===== src/rtl/uart_tx_sequencer_pkg.sv =====
// Shared types and default widths for the UART transmit sequencer and its board-level wrapper.
// No logic here; the state encoding is visible so a waveform viewer shows names, not numbers.
package uart_tx_sequencer_pkg;

  localparam int DBITS_DEF      = 8;
  localparam int FIFO_EXP_DEF   = 2;
  localparam int GAP_CYCLES_DEF = 16;

  typedef enum logic [1:0] {
    IDLE,
    START,
    WAIT,
    GAP
  } tx_seq_state_t;

endpackage


===== src/rtl/uart_tx_sequencer_if.sv =====
// Control, transmitter-handshake and status signals of the sequencer, bundled as one port.
// The slave side is the sequencer itself; the master side is the switches/buttons/transmitter.
interface uart_tx_sequencer_if
  import uart_tx_sequencer_pkg::*;
#(
  parameter int DBITS    = DBITS_DEF,
  parameter int FIFO_EXP = FIFO_EXP_DEF
);

  logic                load;
  logic [DBITS-1:0]    load_data;
  logic                send_one;
  logic                send_all;
  logic                tx_done;
  logic                tx_start;
  logic [DBITS-1:0]    tx_data;
  logic [DBITS-1:0]    oldest;
  logic [FIFO_EXP:0]   count;
  logic                full;
  logic                empty;
  logic                busy;

  modport master (
    output load, load_data, send_one, send_all, tx_done,
    input  tx_start, tx_data, oldest, count, full, empty, busy
  );

  modport slave (
    input  load, load_data, send_one, send_all, tx_done,
    output tx_start, tx_data, oldest, count, full, empty, busy
  );

endinterface


===== src/rtl/uart_tx_sequencer_byte_ring_buffer.sv =====
// Small byte ring buffer: push at tail, pop at head, head byte decoded from registered state.
// Push visible next cycle; a push while full is dropped, a pop while empty is ignored.
module uart_tx_sequencer_byte_ring_buffer
  import uart_tx_sequencer_pkg::*;
#(
  parameter int DBITS    = DBITS_DEF,
  parameter int FIFO_EXP = FIFO_EXP_DEF
) (
  input  logic                clk,
  input  logic                reset,
  input  logic                push,
  input  logic [DBITS-1:0]    push_dat,
  input  logic                pop,
  output logic [DBITS-1:0]    head_dat,
  output logic [FIFO_EXP:0]   count,
  output logic                full,
  output logic                empty
);

  localparam int DEPTH = 2 ** FIFO_EXP;

  logic [DBITS-1:0]    mem_q [DEPTH];
  logic [FIFO_EXP-1:0] head_q, head_d;
  logic [FIFO_EXP-1:0] tail_q, tail_d;
  logic [FIFO_EXP:0]   count_q, count_d;
  logic                push_ok;
  logic                pop_ok;

  // count never exceeds DEPTH, so its MSB alone marks the full condition
  assign full     = count_q[FIFO_EXP];
  assign empty    = (count_q == '0);
  assign count    = count_q;
  assign head_dat = empty ? '0 : mem_q[head_q];

  always_comb begin
    push_ok = push && !full;
    pop_ok  = pop && !empty;
    head_d  = head_q;
    tail_d  = tail_q;
    count_d = count_q;
    if (push_ok) tail_d = tail_q + 1'b1;
    if (pop_ok)  head_d = head_q + 1'b1;
    if (push_ok && !pop_ok)      count_d = count_q + 1'b1;
    else if (!push_ok && pop_ok) count_d = count_q - 1'b1;
  end

  always_ff @(posedge clk) begin
    if (reset) begin
      head_q  <= '0;
      tail_q  <= '0;
      count_q <= '0;
    end else begin
      head_q  <= head_d;
      tail_q  <= tail_d;
      count_q <= count_d;
    end
  end

  always_ff @(posedge clk) begin
    if (push_ok) mem_q[tail_q] <= push_dat;
  end

endmodule


===== src/rtl/uart_tx_sequencer.sv =====
// Buffers switch bytes and feeds them to the UART transmitter one frame or a whole drain at a time.
// send_* to tx_start is 2 cycles; sends while busy or empty are dropped, loads while full are dropped.
module uart_tx_sequencer
  import uart_tx_sequencer_pkg::*;
#(
  parameter int DBITS      = DBITS_DEF,
  parameter int FIFO_EXP   = FIFO_EXP_DEF,
  parameter int GAP_CYCLES = GAP_CYCLES_DEF
) (
  input  logic                  clk_100MHz,
  input  logic                  reset,
  uart_tx_sequencer_if.slave    bus
);

  localparam int GAP_W = (GAP_CYCLES > 1) ? $clog2(GAP_CYCLES) : 1;
  localparam logic [FIFO_EXP:0] ONE = 1;

  tx_seq_state_t      state_q, state_d;
  logic               drain_q, drain_d;
  logic               tx_start_q, tx_start_d;
  logic [DBITS-1:0]   tx_data_q, tx_data_d;
  logic [GAP_W-1:0]   gap_q, gap_d;

  logic [DBITS-1:0]   head_dat;
  logic [FIFO_EXP:0]  count;
  logic               full;
  logic               empty;
  logic               pop;
  logic               more_left;

  uart_tx_sequencer_byte_ring_buffer #(
    .DBITS    (DBITS),
    .FIFO_EXP (FIFO_EXP)
  ) u_ring (
    .clk      (clk_100MHz),
    .reset    (reset),
    .push     (bus.load),
    .push_dat (bus.load_data),
    .pop      (pop),
    .head_dat (head_dat),
    .count    (count),
    .full     (full),
    .empty    (empty)
  );

  // a byte pushed on the same cycle as the pop still belongs to the current drain
  assign more_left = (count > ONE) || (bus.load && !full);

  always_comb begin
    state_d    = state_q;
    drain_d    = drain_q;
    gap_d      = gap_q;
    tx_start_d = 1'b0;
    tx_data_d  = tx_data_q;
    pop        = 1'b0;
    unique case (state_q)
      IDLE: begin
        if (!empty) begin
          if (bus.send_all) begin
            drain_d = 1'b1;
            state_d = START;
          end else if (bus.send_one) begin
            drain_d = 1'b0;
            state_d = START;
          end
        end
      end
      START: begin
        tx_data_d  = head_dat;
        tx_start_d = 1'b1;
        state_d    = WAIT;
      end
      WAIT: begin
        if (bus.tx_done) begin
          pop = 1'b1;
          if (drain_q && more_left) begin
            gap_d   = GAP_W'(GAP_CYCLES - 1);
            state_d = GAP;
          end else begin
            drain_d = 1'b0;
            state_d = IDLE;
          end
        end
      end
      GAP: begin
        if (gap_q == '0) state_d = START;
        else             gap_d   = gap_q - 1'b1;
      end
      default: state_d = IDLE;
    endcase
  end

  always_ff @(posedge clk_100MHz) begin
    if (reset) begin
      state_q    <= IDLE;
      drain_q    <= 1'b0;
      gap_q      <= '0;
      tx_start_q <= 1'b0;
      tx_data_q  <= '0;
    end else begin
      state_q    <= state_d;
      drain_q    <= drain_d;
      gap_q      <= gap_d;
      tx_start_q <= tx_start_d;
      tx_data_q  <= tx_data_d;
    end
  end

  assign bus.tx_start = tx_start_q;
  assign bus.tx_data  = tx_data_q;
  assign bus.oldest   = head_dat;
  assign bus.count    = count;
  assign bus.full     = full;
  assign bus.empty    = empty;
  assign bus.busy     = (state_q != IDLE);

endmodule


===== src/flat_wrapper.sv =====
// flat-port wrapper written by rule: the top's interface ports become plain ports
module uart_tx_sequencer_flat import uart_tx_sequencer_pkg::*;
#(
  parameter int DBITS      = DBITS_DEF,
  parameter int FIFO_EXP   = FIFO_EXP_DEF,
  parameter int GAP_CYCLES = GAP_CYCLES_DEF
)
  (clk_100MHz, reset, bus_load, bus_load_data, bus_send_one, bus_send_all, bus_tx_done, bus_tx_start, bus_tx_data, bus_oldest, bus_count, bus_full, bus_empty, bus_busy);
  uart_tx_sequencer_if #(.DBITS(DBITS), .FIFO_EXP(FIFO_EXP)) bus_i ();
  input  logic clk_100MHz;
  input  logic reset;
  input wire logic [$bits(bus_i.load)-1:0] bus_load;
  input wire logic [$bits(bus_i.load_data)-1:0] bus_load_data;
  input wire logic [$bits(bus_i.send_one)-1:0] bus_send_one;
  input wire logic [$bits(bus_i.send_all)-1:0] bus_send_all;
  input wire logic [$bits(bus_i.tx_done)-1:0] bus_tx_done;
  output wire logic [$bits(bus_i.tx_start)-1:0] bus_tx_start;
  output wire logic [$bits(bus_i.tx_data)-1:0] bus_tx_data;
  output wire logic [$bits(bus_i.oldest)-1:0] bus_oldest;
  output wire logic [$bits(bus_i.count)-1:0] bus_count;
  output wire logic [$bits(bus_i.full)-1:0] bus_full;
  output wire logic [$bits(bus_i.empty)-1:0] bus_empty;
  output wire logic [$bits(bus_i.busy)-1:0] bus_busy;
  assign bus_i.load = bus_load;
  assign bus_i.load_data = bus_load_data;
  assign bus_i.send_one = bus_send_one;
  assign bus_i.send_all = bus_send_all;
  assign bus_i.tx_done = bus_tx_done;
  assign bus_tx_start = bus_i.tx_start;
  assign bus_tx_data = bus_i.tx_data;
  assign bus_oldest = bus_i.oldest;
  assign bus_count = bus_i.count;
  assign bus_full = bus_i.full;
  assign bus_empty = bus_i.empty;
  assign bus_busy = bus_i.busy;
  uart_tx_sequencer #(.DBITS(DBITS), .FIFO_EXP(FIFO_EXP), .GAP_CYCLES(GAP_CYCLES)) u_core (.clk_100MHz(clk_100MHz), .reset(reset), .bus(bus_i));
endmodule

===== config.mk =====
export PLATFORM = sky130hd
export DESIGN_NAME = uart_tx_sequencer_flat
export DESIGN_NICKNAME = d
export VERILOG_FILES = /design/src/rtl/uart_tx_sequencer_pkg.sv /design/src/rtl/uart_tx_sequencer_if.sv /design/src/rtl/uart_tx_sequencer_byte_ring_buffer.sv /design/src/rtl/uart_tx_sequencer.sv /design/src/flat_wrapper.sv
export SDC_FILE = /design/constraint.sdc
export NUM_CORES = 1
export LEC_CHECK = 0
export ABC_CLOCK_PERIOD_IN_PS = 5900
export CAP_MARGIN = 25
export CORE_ASPECT_RATIO = 2
export CORE_MARGIN = 3
export CORE_UTILIZATION = 30
export DETAILED_ROUTE_END_ITERATION = 6
export PLACE_DENSITY_LB_ADDON = 0.3
export SYNTH_ARGS = -nofsm -noshare
export SYNTH_HDL_FRONTEND = slang
export SYNTH_SLANG_ARGS = --single-unit

===== constraint.sdc =====
create_clock -name clk_100MHz -period 5.9 [get_ports clk_100MHz]
set_input_delay 1.18 -clock clk_100MHz [delete_from_list [all_inputs] [get_ports clk_100MHz]]
set_output_delay 1.18 -clock clk_100MHz [all_outputs]
set_load 0.05 [all_outputs]

# Yosys cells after proc, flatten, opt, wreduce, memory -nomap -nowiden
# Memories as Yosys holds them, arrays and structs flattened. A register that Yosys moved wholly into a read port is not among the register bits.
# Cells that the tools add are included.
word_totals:
  reg_bits: 23
  memories: 1
  elab_cells: 72
  ram_bits: 32
  out_inout_bits: 23
op_classes:
  n_eq_ne: 10
  n_mux: 27
  n_reduce_logical: 20
  magnitude_cmp: 1
  add_sub_neg: 5
mem_list:
  columns: ["name", "words", "word_bits", "rd", "rd_ports_with_merged_regs", "wr", "line_no", "text"]
  rows:
  - ["u_core.u_ring.mem_q", 4, 8, 1, 1, 1, "uart_tx_sequencer_byte_ring_buffer.sv:22", "logic [DBITS-1:0] mem_q [DEPTH];"]
ops:
  columns: ["operator", "n"]
  rows:
  - ["$mux W2", 8]
  - ["$mux W4", 3]
  - ["$mux W1", 10]
  - ["$mux W8", 1]
  - ["$ne A2 B2 Y1 const B", 4]
  - ["$pmux W2 S4", 1]
  - ["$pmux W4 S2", 1]
  - ["$reduce_and A4 Y1", 2]
  - ["$reduce_bool A2 Y1", 4]
  - ["$mux W3", 2]
  - ["$logic_and A1 B1 Y1", 5]
  - ["$reduce_and A5 Y1", 1]
  - ["$add A2 B1 Y2 const B", 2]
  - ["$eq A2 B2 Y1 const B", 2]
  - ["$logic_not A1 Y1", 4]
  - ["$logic_not A4 Y1", 1]
  - ["$ne A2 B1 Y1 const B", 2]
  - ["$sub A4 B1 Y4 const B", 1]
  - ["$add A3 B1 Y3 const B", 1]
  - ["$gt A3 B1 Y1 const B", 1]
  - ["$logic_not A3 Y1", 1]
  - ["$ne A3 B3 Y1 const B", 1]
  - ["$sub A3 B1 Y3 const B", 1]
  - ["$eq A2 B1 Y1 const B", 1]
  - ["3 further kinds", 3]

# Longest topological paths before layout
logic_depth:
  depth_word: 7
  depth_mapped: 10
  depth_no_buf: 9

# Modules after synthesis
# A second synthesis with hierarchy kept.
hier_totals:
  hier_cells: 183
  area_unflattened_um2: 2553.7
modules_own_cells:
  columns: ["module", "cells_each", "seq_area_each_um2", "area_each_um2", "instances"]
  rows:
  - ["uart_tx_sequencer_byte_ring_buffer", 98, 1141.1, 1736.7, 1]
  - ["uart_tx_sequencer", 85, 320.3, 817.0, 1]

# Worst setup path after synthesis
# OpenSTA, ideal clock, no wires.
synth_timing:
  path_type: "reg2out"
  startpoint: "register u_core.u_ring.count_q[0] (netlist: u_core.u_ring.count[0])"
  endpoint: "output port bus_oldest[0]"
  arrival_ps: 1834
  path_buffers: 1
  t_required_ps: 4720
  stages_incl_launch_ff: 6
  slack_ps: 2886
  cell_sequence: "dfxtp_1 inv_1 ha_1 nand2b_1 clkbuf_1 and2_1"
synth_via:
  elab_chain_cells: 2
synth_rtl:
  columns: ["element", "line_no", "text"]
  rows:
  - ["start: declaration", "uart_tx_sequencer_byte_ring_buffer.sv:25", "logic [FIFO_EXP:0] count_q, count_d;"]
  - ["start signal: assignment", "uart_tx_sequencer_byte_ring_buffer.sv:55", "count_q <= count_d;"]
  - ["$logic_not A3 Y1", "uart_tx_sequencer_byte_ring_buffer.sv:31", "assign empty = (count_q == '0);"]
  - ["$mux W8", "uart_tx_sequencer_byte_ring_buffer.sv:33", "assign head_dat = empty ? '0 : mem_q[head_q];"]
  - ["end: declaration", "flat_wrapper.sv:19", "output wire logic [$bits(bus_i.oldest)-1:0] bus_oldest;"]
# No other way between the ends.

# Final worst setup path
layout_timing:
  startpoint: "register u_core.u_ring.count_q[0] (netlist: u_core.u_ring.count[0])"
  endpoint: "output port bus_oldest[2]"
# Same word-level chain as after synthesis.

==> results.md <==
- Filler instances: 814
- Pre-CTS setup slack: 2.55 ns
- Maximum number of pins on one net before global-route repair: 26
- Clock latency of the later-clocked register in the worst-skew pair: 0.32 ns
- Clock Skews: 0.00742 ns
- TritonCTS Buffers: 9
- Simple-gate share of the synthesized area: a little over a tenth
- Final net count: 271
- Slew HR: 54.8%
- Wire length of the first global-routing pass: approximately 8.5 mm
- Fmax: between 0.2 and 0.3 GHz
- 1st-iter DRT viols: 60
- Relative area change from synthesis to final layout: 29.4%
- Final setup violation count: 0
- Worst Max-Slew Pin Slew: 0.678 ns
- Outcome: finished, final reports clean
- Final count of pins violating max slew: 0
- Number of distinct library cells after synthesis: 44
- Maximum fanout along the worst path: 11
- Clock sink count: 57
- Synth Area in Compound Gates: 9.45%
- Number of buffers inserted by post-CTS setup repair: 0
- Minimum setup slack in the final design: 2.25 ns
- Share of cells above drive strength 1: 11.3%
- Routed wire per std cell: 14.7 um
- Grt met1 use: between 10% and 20%
- Sum of negative setup slack: 0 ns
- Area taken by multi-input logic gates: about 0.001 sq mm
- Die Y: between 100 and 150 um
- Post-cts gate resize count: 0
- Yosys warns: 0
- Switching part of the total: 33.6%
- Number of global-route vias before repair: 1733
- Clock group share of total power: 35.5%
- Mux contribution to synthesized area: a little over a tenth
- Deepest clock path buffer count: 2
- Reg power frac: 34.3%
- Xor/xnor cell area share of the yosys netlist: between 1.5 and 2%
- Async set or reset register ratio after synthesis: 0%
- Cts hold-fix bufs: 0
- Critical path required time: 4.72 ns
- Starting density of the core: around 31%
- Synthesized instance count: about 210
- Overall routing resource usage: between 10% and 20%
- Total wire length after detailed routing: 5.07 mm
- Net count after synthesis: 233
- Sequential fraction of the synthesis area: 56.6%
- Met3 GRT Util: under 10%
- Grt met2 use: 20.5%
- Dominant combinational cell family by area after synthesis: simple AND/OR/NAND/NOR gates
- Leakage power total: 1.17 nW
- Internal power component: about 0.95 mW
- Reported net switching power: 0.479 mW
- Ys flop type: edfxtp_1
- Part of the power in combinational logic: 30.2%
- Count of flip-flops with a built-in enable after synthesis: 32
- Iteration count of the initial detailed-routing pass: 3
- DRC: 0
- Via-to-Cell Ratio: 4.77
- Max-cap violations: 0
- Total die area: 0.00982 sq mm
- Horizontal extent of the die: just over 70 um
- Number of buffer cells added on primary ports: 36
- Post-Synth Adder-Cell Area: 6.79%
- Hold violation total from the final report: 0
- Global placement routability congestion: 0.702
- Synthesized area: 0.00258 sq mm
- Vias: roughly 1700
- TritonCTS clock tree: yes
- Total power divided by cell area: 428 mW/mm^2
- Area occupied by registers: 0.00146 sq mm
- Synthesized area per cell: 12.6 sq um
- Root Buffer Master: clkbuf_16
- GRT busiest layer: met2
- Site Rows: 47
- Final cycle utilization of the critical path: 61.9%
- Remaining antenna violation count: 0
- Post-route insts no fill: 346
- Worst EP arrival: 2.47 ns
- Remaining Overflow, GRT: 0
- Floorplan Core Area: 0.00835 sq mm
- Crit path launch type: flip-flop
- Number of placed cells counting well taps: about 330
- Endpoint class of the critical path: output pin
- Antenna violations before repair: 0
- Count of antenna diodes in the layout: 0
- Half-perimeter wire length of the detailed placement result: 3.69 mm
- RSZ-0062 raised after global routing: no
- I/O pin total: 37
- Worst setup path category: flip-flop to output pin
- Max H-tree Level: 3
- VDD IR max: 170 uV
- Shortest period the worst path allows: 3.65 ns
- Number of storage elements in the synthesis netlist: 57
- CTS clock-pin slew for the worst setup and hold paths: about 0.06 ns
- Worst hold-check path type: flip-flop to flip-flop
synth_stat cells (2+ instances only):
master / count / area share (%)
mux4_2: 8 / 7.0
nor2b_1: 4 / 0.97
nor2_1: 23 / 3.3
inv_1: 14 / 2.0
o21a_1: 3 / 0.87
and2_1: 12 / 2.9
ha_1: 14 / 6.8
o21ai_0: 2 / 0.39
edfxtp_1: 32 / 37
a21oi_1: 7 / 1.4
nand4_1: 2 / 0.48
a211oi_1: 2 / 0.58
o211ai_1: 2 / 0.58
dfxtp_1: 25 / 19
o22ai_1: 2 / 0.48
mux2i_1: 9 / 3.5
a31oi_1: 2 / 0.48
nand2b_1: 4 / 0.97
clkbuf_1: 7 / 1.0
xor2_1: 4 / 1.4
nand2_1: 4 / 0.58
state kept, by name (all words and copies together), names as in the netlist, named ones only:
signal                cells
u_core.bus.tx_data        8
u_core.bus.tx_start       1
u_core.drain_q            1
u_core.gap_q              4
u_core.state_q            2
u_core.u_ring.count       3
u_core.u_ring.head_q      2
u_core.u_ring.mem_q      32
u_core.u_ring.tail_q      2
final timing paths:
path,from,endpoint,slack [ns],cells past startpoint
setup / recovery,u_core.u_ring.count[0],bus_oldest[2],2.25,5
setup reg to reg,u_core.u_ring.count[0],u_core.u_ring.count[2],3.63,7
hold / removal,u_core.bus.tx_data[1],u_core.bus.tx_data[1],0.50,2
hold reg to reg,u_core.bus.tx_data[1],u_core.bus.tx_data[1],0.50,2
per-stage QoR:
stage | util [%] | instance area, sq um | total power [mW] | hold slack (ns)
floorplan | - | 2580 | 0.803 | 0.458
global placement | 36.1 | 3010 | 0.930 | 0.475
detailed placement | 36.1 | 3010 | 0.933 | 0.489
CTS | 39.7 | 3310 | 1.45 | 0.504
global route | 40.0 | 3340 | 1.50 | 0.533
finish | 40.0 | 3340 | 1.43 | 0.495
cell families (layout without fill, tap and decap cells):
kind of cell	after synthesis	in the layout
XOR/XNOR	5	5
flip-flops	57	57
AND/OR/NAND/NOR	55	55
AO/OA/AOI/OAI	32	32
adder cells (fa/ha/maj)	14	14
multiplexers	17	17
buffers and inverters	25	68
layer usage:
metal | vias to the layer above | share of wire, %
met5 | - | 0
met4 | 0 | 2.7
met3 | 7 | 3.0
met2 | 25 | 55
met1 | 807 | 39
li1 | 812 | -
power by group through the flow:
stage	clock network (mW)	registers, mW	logic (mW)
after floorplan	0	0.542	0.261
after detailed placement	0	0.499	0.434
after CTS	0.525	0.491	0.435
after global placement	0	0.498	0.433
final	0.507	0.490	0.431
after global routing	0.537	0.497	0.467
cells in the final DEF (no fill, tap or decap), types with 4 or more instances in the layout:
cell type | Yosys | routed
clkdlybuf4s50_1 | 0 | 36
edfxtp_1 | 32 | 32
dfxtp_1 | 25 | 25
nor2_1 | 23 | 23
inv_1 | 14 | 14
ha_1 | 14 | 14
and2_1 | 12 | 12
mux2i_1 | 9 | 9
clkbuf_16 | 0 | 9
mux4_2 | 8 | 8
a21oi_1 | 7 | 7
nand2b_1 | 4 | 4
nor2b_1 | 4 | 4
xor2_1 | 4 | 4
nand2_1 | 4 | 4
layout make-up:
cell class | count | share of cell area, %
multi-input cells | 123 | 30.3
well taps | 98 | 3.67
inverters | 15 | 1.69
clock inverters | 6 | 2.06
repair buffers | 37 | 11.6
clock buffers | 10 | 6.86
flip-flops and latches | 57 | 43.8
worst max-delay path, cell delays in order (launching register included):
cell and delay (ns):
dfxtp_1 0.46, inv_1 0.10, ha_1 0.20, nand2b_1 0.34
and2_1 0.23, clkdlybuf4s50_1 0.81
No activity file was read; power rests on OpenSTA's default activity.
